File: config.mk
export PLATFORM = sky130hd
export DESIGN_NAME = life_step_engine_flat
export DESIGN_NICKNAME = d
export VERILOG_FILES = /design/src/rtl/life_step_if.sv /design/src/rtl/life_step_engine.sv /design/src/flat_wrapper.sv
export SDC_FILE = /design/constraint.sdc
export NUM_CORES = 2
export LEC_CHECK = 0
export BUFFER_PORTS_ARGS = -buffer_cell sky130_fd_sc_hd__buf_2
export CORE_MARGIN = 2
export CORE_UTILIZATION = 50
export DETAILED_ROUTE_END_ITERATION = 6
export GPL_TIMING_DRIVEN = 0
export PLACE_DENSITY_LB_ADDON = 0.12
export SYNTH_ARGS = -nofsm -noshare
export SYNTH_HDL_FRONTEND = slang
export SYNTH_SLANG_ARGS = --single-unit
export TNS_END_PERCENT = 100
File: constraint.sdc
create_clock -name clk -period 13.4 [get_ports clk]
set_input_delay 1.34 -clock clk [delete_from_list [all_inputs] [get_ports clk]]
set_output_delay 1.34 -clock clk [all_outputs]
set_load 0.02 [all_outputs]
File: src/rtl/life_step_if.sv
// ---------------------------------------------------------------------------
// life_step_if
// Purpose : groups the control, seed-write and display-read signals of the
//           Game-of-Life step engine into one bundle.
// Signals : i_frame_tick  - one-cycle pulse per frame
//           i_run         - auto-step enable
//           i_step_now    - one-cycle manual step request
//           i_seed_valid  - seed write strobe
//           i_seed_row    - seed target row
//           i_seed_data   - seed row contents (bit x = column x)
//           o_seed_ready  - seed write will be accepted this cycle
//           i_rd_x/i_rd_y - display read coordinate
//           o_rd_alive    - front-bank cell at (i_rd_x, i_rd_y)
//           o_busy        - generation in progress
//           o_gen_done    - one-cycle pulse when a generation completes
//           o_gen_count   - completed generations (wrapping)
// Modports: master drives the i_* signals, slave (the engine) drives o_*.
// ---------------------------------------------------------------------------
interface life_step_if #(
  parameter int GRID_W = 16,
  parameter int GEN_W  = 16
);
  logic              i_frame_tick;
  logic              i_run;
  logic              i_step_now;
  logic              i_seed_valid;
  logic [3:0]        i_seed_row;
  logic [GRID_W-1:0] i_seed_data;
  logic              o_seed_ready;
  logic [3:0]        i_rd_x;
  logic [3:0]        i_rd_y;
  logic              o_rd_alive;
  logic              o_busy;
  logic              o_gen_done;
  logic [GEN_W-1:0]  o_gen_count;

  modport master (
    output i_frame_tick, i_run, i_step_now, i_seed_valid, i_seed_row,
           i_seed_data, i_rd_x, i_rd_y,
    input  o_seed_ready, o_rd_alive, o_busy, o_gen_done, o_gen_count
  );

  modport slave (
    input  i_frame_tick, i_run, i_step_now, i_seed_valid, i_seed_row,
           i_seed_data, i_rd_x, i_rd_y,
    output o_seed_ready, o_rd_alive, o_busy, o_gen_done, o_gen_count
  );
endinterface

File: src/rtl/life_step_engine.sv
// ---------------------------------------------------------------------------
// life_step_engine
// Purpose : double-buffered 16x16 Game-of-Life (B3/S23, dead edges) engine.
//           The front bank is displayed through a combinational read port;
//           the back bank is filled one row per clock while computing, then
//           the banks swap in a single cycle.
// Ports   : clk   - system clock
//           rst_n - asynchronous active-low reset
//           bus   - life_step_if.slave (control, seed write, display read,
//                   status outputs)
// ---------------------------------------------------------------------------
module life_step_engine #(
  parameter int GRID_W   = 16,
  parameter int GRID_H   = 16,
  parameter int STEP_DIV = 60,
  parameter int GEN_W    = 16
) (
  input  logic       clk,
  input  logic       rst_n,
  life_step_if.slave bus
);
  localparam int ROW_W = 4;
  localparam int CNT_W = $clog2(STEP_DIV);
  localparam logic [ROW_W-1:0] LAST_ROW  = ROW_W'(GRID_H - 1);
  localparam logic [CNT_W-1:0] LAST_TICK = CNT_W'(STEP_DIV - 1);

  typedef enum logic [1:0] {S_IDLE, S_COMPUTE, S_SWAP} state_t;

  state_t            r_state;
  state_t            w_state_next;
  logic [GRID_W-1:0] r_bank0 [GRID_H];
  logic [GRID_W-1:0] r_bank1 [GRID_H];
  logic              r_bank_sel;      // 0: bank0 is front, 1: bank1 is front
  logic              r_pending;
  logic [CNT_W-1:0]  r_frame_cnt;
  logic [ROW_W-1:0]  r_row;
  logic [GEN_W-1:0]  r_gen_count;

  logic              w_tick;
  logic              w_tick_wrap;
  logic              w_request;
  logic              w_start;
  logic              w_seed_ready;
  logic              w_seed_accept;
  logic [GRID_W-1:0] w_rd_row;
  logic [GRID_W-1:0] w_up;
  logic [GRID_W-1:0] w_cur;
  logic [GRID_W-1:0] w_dn;
  logic [GRID_W+1:0] w_up_pad;
  logic [GRID_W+1:0] w_cur_pad;
  logic [GRID_W+1:0] w_dn_pad;
  logic [GRID_W-1:0] w_next_row;

  // ---------------- request handling ----------------
  assign w_tick      = bus.i_frame_tick && bus.i_run;
  assign w_tick_wrap = w_tick && (r_frame_cnt == LAST_TICK);
  assign w_request   = w_tick_wrap || bus.i_step_now;
  assign w_start     = (r_state == S_IDLE) && r_pending;
  assign w_seed_accept = bus.i_seed_valid && w_seed_ready;

  always_ff @(posedge clk or negedge rst_n) begin
    if (!rst_n) begin
      r_frame_cnt <= '0;
    end else if (w_tick) begin
      r_frame_cnt <= w_tick_wrap ? '0 : r_frame_cnt + 1'b1;
    end
  end

  // One-deep request flag; a request arriving in the cycle that consumes
  // the flag is merged into the generation being started.
  always_ff @(posedge clk or negedge rst_n) begin
    if (!rst_n) begin
      r_pending <= 1'b0;
    end else if (w_start) begin
      r_pending <= 1'b0;
    end else if (w_request) begin
      r_pending <= 1'b1;
    end
  end

  // ---------------- FSM: state register ----------------
  always_ff @(posedge clk or negedge rst_n) begin
    if (!rst_n) r_state <= S_IDLE;
    else        r_state <= w_state_next;
  end

  // ---------------- FSM: next state ----------------
  always_comb begin
    w_state_next = r_state;
    case (r_state)
      S_IDLE:    if (r_pending) w_state_next = S_COMPUTE;
      S_COMPUTE: if (r_row == LAST_ROW) w_state_next = S_SWAP;
      S_SWAP:    w_state_next = S_IDLE;
      default:   w_state_next = S_IDLE;
    endcase
  end

  // ---------------- FSM: outputs ----------------
  always_comb begin
    bus.o_busy     = 1'b0;
    bus.o_gen_done = 1'b0;
    w_seed_ready   = 1'b0;
    case (r_state)
      S_IDLE:    w_seed_ready = !r_pending;
      S_COMPUTE: bus.o_busy = 1'b1;
      S_SWAP:    begin bus.o_busy = 1'b1; bus.o_gen_done = 1'b1; end
      default:   ;
    endcase
  end

  assign bus.o_seed_ready = w_seed_ready;
  assign bus.o_gen_count  = r_gen_count;

  // ---------------- row index, bank select, generation count ----------------
  always_ff @(posedge clk or negedge rst_n) begin
    if (!rst_n) begin
      r_row       <= '0;
      r_bank_sel  <= 1'b0;
      r_gen_count <= '0;
    end else begin
      if (w_start) r_row <= '0;
      else if (r_state == S_COMPUTE) r_row <= (r_row == LAST_ROW) ? '0 : r_row + 1'b1;
      if (r_state == S_SWAP) begin
        r_bank_sel  <= ~r_bank_sel;
        r_gen_count <= r_gen_count + 1'b1;
      end
    end
  end

  // ---------------- front-bank neighbourhood of the current row ----------------
  // Rows outside the grid read as zero; the padding bits supply dead columns.
  assign w_cur = r_bank_sel ? r_bank1[r_row] : r_bank0[r_row];
  assign w_up  = (r_row == '0) ? '0 :
                 (r_bank_sel ? r_bank1[r_row - 1'b1] : r_bank0[r_row - 1'b1]);
  assign w_dn  = (r_row == LAST_ROW) ? '0 :
                 (r_bank_sel ? r_bank1[r_row + 1'b1] : r_bank0[r_row + 1'b1]);

  assign w_up_pad  = {1'b0, w_up,  1'b0};
  assign w_cur_pad = {1'b0, w_cur, 1'b0};
  assign w_dn_pad  = {1'b0, w_dn,  1'b0};

  // Column x of the row sits at padded bit x+1.
  generate
    for (genvar gi = 0; gi < GRID_W; gi++) begin : g_cell
      logic [3:0] w_cnt;
      assign w_cnt = 4'(w_up_pad[gi])  + 4'(w_up_pad[gi+1])  + 4'(w_up_pad[gi+2]) +
                     4'(w_cur_pad[gi])                       + 4'(w_cur_pad[gi+2]) +
                     4'(w_dn_pad[gi])  + 4'(w_dn_pad[gi+1])  + 4'(w_dn_pad[gi+2]);
      assign w_next_row[gi] = (w_cnt == 4'd3) || (w_cur_pad[gi+1] && (w_cnt == 4'd2));
    end
  endgenerate

  // ---------------- state banks ----------------
  // Seeds always go to the front bank, computed rows to the back bank.
  always_ff @(posedge clk or negedge rst_n) begin
    if (!rst_n) begin
      for (int i = 0; i < GRID_H; i++) begin
        r_bank0[i] <= '0;
        r_bank1[i] <= '0;
      end
    end else begin
      if (w_seed_accept) begin
        if (r_bank_sel) r_bank1[bus.i_seed_row] <= bus.i_seed_data;
        else            r_bank0[bus.i_seed_row] <= bus.i_seed_data;
      end
      if (r_state == S_COMPUTE) begin
        if (r_bank_sel) r_bank0[r_row] <= w_next_row;
        else            r_bank1[r_row] <= w_next_row;
      end
    end
  end

  // ---------------- display read port ----------------
  assign w_rd_row       = r_bank_sel ? r_bank1[bus.i_rd_y] : r_bank0[bus.i_rd_y];
  assign bus.o_rd_alive = w_rd_row[bus.i_rd_x];

endmodule

File: src/flat_wrapper.sv
// flat-port wrapper written by rule: the top's interface ports become plain ports
module life_step_engine_flat 
#(
  parameter int GRID_W   = 16,
  parameter int GRID_H   = 16,
  parameter int STEP_DIV = 60,
  parameter int GEN_W    = 16
)
  (clk, rst_n, bus_i_frame_tick, bus_i_run, bus_i_step_now, bus_i_seed_valid, bus_i_seed_row, bus_i_seed_data, bus_i_rd_x, bus_i_rd_y, bus_o_seed_ready, bus_o_rd_alive, bus_o_busy, bus_o_gen_done, bus_o_gen_count);
  life_step_if #(.GRID_W(GRID_W), .GEN_W(GEN_W)) bus_i ();
  input  logic clk;
  input  logic rst_n;
  input wire logic [$bits(bus_i.i_frame_tick)-1:0] bus_i_frame_tick;
  input wire logic [$bits(bus_i.i_run)-1:0] bus_i_run;
  input wire logic [$bits(bus_i.i_step_now)-1:0] bus_i_step_now;
  input wire logic [$bits(bus_i.i_seed_valid)-1:0] bus_i_seed_valid;
  input wire logic [$bits(bus_i.i_seed_row)-1:0] bus_i_seed_row;
  input wire logic [$bits(bus_i.i_seed_data)-1:0] bus_i_seed_data;
  input wire logic [$bits(bus_i.i_rd_x)-1:0] bus_i_rd_x;
  input wire logic [$bits(bus_i.i_rd_y)-1:0] bus_i_rd_y;
  output wire logic [$bits(bus_i.o_seed_ready)-1:0] bus_o_seed_ready;
  output wire logic [$bits(bus_i.o_rd_alive)-1:0] bus_o_rd_alive;
  output wire logic [$bits(bus_i.o_busy)-1:0] bus_o_busy;
  output wire logic [$bits(bus_i.o_gen_done)-1:0] bus_o_gen_done;
  output wire logic [$bits(bus_i.o_gen_count)-1:0] bus_o_gen_count;
  assign bus_i.i_frame_tick = bus_i_frame_tick;
  assign bus_i.i_run = bus_i_run;
  assign bus_i.i_step_now = bus_i_step_now;
  assign bus_i.i_seed_valid = bus_i_seed_valid;
  assign bus_i.i_seed_row = bus_i_seed_row;
  assign bus_i.i_seed_data = bus_i_seed_data;
  assign bus_i.i_rd_x = bus_i_rd_x;
  assign bus_i.i_rd_y = bus_i_rd_y;
  assign bus_o_seed_ready = bus_i.o_seed_ready;
  assign bus_o_rd_alive = bus_i.o_rd_alive;
  assign bus_o_busy = bus_i.o_busy;
  assign bus_o_gen_done = bus_i.o_gen_done;
  assign bus_o_gen_count = bus_i.o_gen_count;
  life_step_engine #(.GRID_W(GRID_W), .GRID_H(GRID_H), .STEP_DIV(STEP_DIV), .GEN_W(GEN_W)) u_core (.clk(clk), .rst_n(rst_n), .bus(bus_i));
endmodule
==> flow_metrics.env <==
export IMPL_rsz0062_at_grt="false"
export IMPL_synth_async_reset_ratio=1.00
export IMPL_clk_latency_ns=0.66
export IMPL_grt_busiest_layer="met2"
export IMPL_hold_class="reg2reg"
export IMPL_synth_edf_count=0
export IMPL_ir_worst_vdd_mv=0.633
export IMPL_timing_hold_ws_ns=0.467
export IMPL_nets=4203
export IMPL_p_total_mw=15.3
export IMPL_cp_arrival_ns=12.01
export IMPL_firstDrtPassIters=7
export IMPL_drc=1
export IMPL_rows=109
export IMPL_overflow=0
export IMPL_antenna_found_initial=12
export IMPL_die_w_um=302
export IMPL_drive_gt1_frac=0.235
export IMPL_cts_tree="done"
export IMPL_clock_path_buffers=3
export IMPL_synth_seq_area_share=0.305
export IMPL_final_util=0.551
export IMPL_drt_iter0_markers=7443
export IMPL_report_final_slew_viol_count=142
export IMPL_skew_ns=0.0294
export IMPL_fin_cells=5276
export IMPL_maxCapViolCount=15
export IMPL_place_congestion=1.07
export IMPL_syn_area_per_cell_um2=11.3
export IMPL_syn_nets=4080
export IMPL_max_freq_mhz=87.3
export IMPL_die_h_um=302
export IMPL_cts_root_buf="clkbuf_16"
export IMPL_core_area_um2=88200
export IMPL_finalCritPeriodShare=0.855
export IMPL_hold_violations=0
export IMPL_grt_pass1_wl_um=315000
export IMPL_synth_seq_cells=542
export IMPL_ant_nets=0
export IMPL_setup_viol=0
export IMPL_synth_distinct_cells=56
export IMPL_power_density_nw_per_um2=315
export IMPL_area_growth_pct=9.30
export IMPL_place_hpwl_um=177000
export IMPL_violations="DRC, capacitance limit, slew limit"
export IMPL_grt_pass1_vias=37100
export IMPL_cts_sinks=542
export IMPL_synthCells=3931
export IMPL_dieArea_um2=91300
export IMPL_critPathKind="reg2reg"
export IMPL_synthFlopType="dfrtp_1"
export IMPL_cp_end_kind="flip-flop"
export IMPL_place_area_um2=46300
export IMPL_post_cts_buffers=0
export IMPL_cp_common_cell="buf_2"
export IMPL_synth_area_um2=44400
export IMPL_num_vias=40000
export IMPL_synth_common_cells="mux2i_1 (661), nor2_1 (577), a21oi_1 (563), mux4_2 (551), dfrtp_1 (542)"
export IMPL_met3_usage=0.231
export IMPL_grtUsageMet1=0.638
export IMPL_stdcell_area_um2=48600
export IMPL_synth_top_cell_area_share=0.305
export IMPL_synth_top_cells_by_area="dfrtp_1 (31%), mux4_2 (28%), mux2i_1 (15%)"
export IMPL_grt_max_degree=117
export IMPL_worstMarginPinSlew_ns=1.81
export IMPL_pre_cts_ws_ns=2.18
export IMPL_worstPathRequired_ns=13.95
export IMPL_initial_utilization=0.504
export IMPL_cts_buffers_inserted=68
export IMPL_wl_per_cell_um=44.3
export IMPL_yosysMostFrequentCell="mux2i_1"
export IMPL_slowest_stage="clkbuf_1"
export IMPL_slowest_delay_ns=0.94
export IMPL_htreeDepth=3
export IMPL_p_leak_nw=19.4
export IMPL_io_pins=54
export IMPL_fin_setup_tns_ns=0
export IMPL_yosysTopAreaCell="dfrtp_1"
export IMPL_port_buffers=45
export IMPL_cp_start_kind="flip-flop"
export IMPL_cts_reportedPaths_clkPinSlew_ns=0.06
export IMPL_routed_wl_um=234000
export IMPL_ys_warn_count=0
export IMPL_grt_util_met2=0.694
export IMPL_cts_resized=0
export IMPL_fillers=7790
export IMPL_grt_usage=0.514
export IMPL_min_period_ns=11.46
export IMPL_via_per_inst=7.58
export IMPL_dp_cells=5148
export IMPL_max_slew_margin=-0.204
export IMPL_postCtsHoldBufs=0
export IMPL_fin_ws_ns=1.94
export IMPL_status="complete, but fails checks"
export IMPL_crit_path_max_fanout=10
[cell usage in the layout (no fill, tap or decap), types with 7 or more instances in the layout]
| master | synthesis | layout |
|---|---|---|
| mux2i_1 | 661 | 661 |
| nor2_1 | 577 | 577 |
| a21oi_1 | 563 | 563 |
| mux4_2 | 551 | 551 |
| dfrtp_1 | 542 | 542 |
| clkbuf_1 | 224 | 224 |
| buf_2 | 138 | 183 |
| inv_1 | 120 | 120 |
| clkbuf_16 | 0 | 71 |
| nand2_1 | 62 | 62 |
| fa_1 | 60 | 60 |
| ha_1 | 55 | 55 |
| o221ai_1 | 54 | 54 |
| buf_4 | 31 | 31 |
| nand3_1 | 31 | 31 |
| o22ai_1 | 30 | 30 |
| buf_1 | 20 | 18 |
| o21ai_0 | 17 | 17 |
| clkbuf_2 | 0 | 16 |
| or2_2 | 15 | 15 |
| mux2_2 | 15 | 15 |
| nor3_2 | 15 | 15 |
| xnor2_1 | 14 | 14 |
| a2111oi_0 | 13 | 13 |
| clkinv_2 | 0 | 13 |
| nor3_1 | 12 | 12 |
| and3_1 | 10 | 10 |
| xor2_1 | 10 | 10 |
| nor2b_1 | 10 | 10 |
| nor2_2 | 10 | 10 |
| buf_6 | 8 | 9 |
| nand4_1 | 9 | 9 |
| diode_2 | 0 | 8 |
| clkbuf_8 | 0 | 8 |
| nand2b_1 | 7 | 7 |
[cells by family after synthesis]
logic type / Yosys count / share of synthesized area
mux: 1229 / 0.433
simple gates: 778 / 0.0740
compound gates: 701 / 0.0872
buf+inv: 542 / 0.0536
flops: 542 / 0.305
fa+ha+maj: 115 / 0.0425
xor+xnor: 24 / 0.00473
[final cells by class]
| class | instances | area (µm²) | share of cell area |
|---|---|---|---|
| inverter | 121 | 454 | 0.00935 |
| clock buffer | 94 | 1940 | 0.0400 |
| timing repair buffer | 53 | 414 | 0.00852 |
| multi-input combinational | 2847 | 28500 | 0.587 |
| tap | 1165 | 1460 | 0.0300 |
| buffer | 421 | 1950 | 0.0402 |
| antenna | 8 | 20.0 | 0.000412 |
| clock inverter | 25 | 274 | 0.00564 |
| sequential | 542 | 13600 | 0.279 |
[worst max-delay path, delay by kind of cell, from the launching register on]
| kind | cells | cell delay [ns] |
|---|---|---|
| buf+inv | 17 | 5.43 |
| fa+ha+maj | 6 | 2.41 |
| mux | 3 | 1.33 |
| simple gates | 3 | 1.02 |
| compound gates | 3 | 0.67 |
| flops | 1 | 0.46 |
[power breakdown]
group | switching, mW | internal (mW) | total (mW)
logic | 6.49 | 3.76 | 10.2
clock network | 0.805 | 1.11 | 1.92
registers | 0.935 | 2.18 | 3.12
total | 8.23 | 7.05 | 15.3
[sequential cells by signal (all words and copies together) (netlist names)]
name	count
u_core.r_bank0	256
u_core.r_bank1	256
u_core.r_row	4
u_core.r_frame_cnt	6
u_core.r_pending	1
u_core.bus.o_gen_count	16
u_core.r_state	2
u_core.r_bank_sel	1
[final timing paths]
check                                                       start                                      to  slack, ns  depth (start not counted)
min in group asynchronous                                   rst_n   u_core.bus.o_gen_count[9]$_DFFE_PN0P_       0.65                          1
min                        u_core.bus.o_gen_count[15]$_DFFE_PN0P_  u_core.bus.o_gen_count[15]$_DFFE_PN0P_       0.47                          1
max                                   u_core.r_row[0]$_DFFE_PN0P_           u_core.r_bank0[197]$_DFF_PN0_       1.94                         32
max in group asynchronous                                   rst_n            u_core.r_bank0[86]$_DFF_PN0_      10.84                          4
max reg2reg                           u_core.r_row[0]$_DFFE_PN0P_           u_core.r_bank0[197]$_DFF_PN0_       1.94                         32
min reg2reg                u_core.bus.o_gen_count[15]$_DFFE_PN0P_  u_core.bus.o_gen_count[15]$_DFFE_PN0P_       0.47                          1
[layer usage]
layer,vias to the layer above,routed length (µm)
li1,15100,-
met1,20100,81900
met2,3735,93300
met3,1022,34800
met4,14,23600
met5,-,292
No activity file was read; power rests on OpenSTA's default activity.
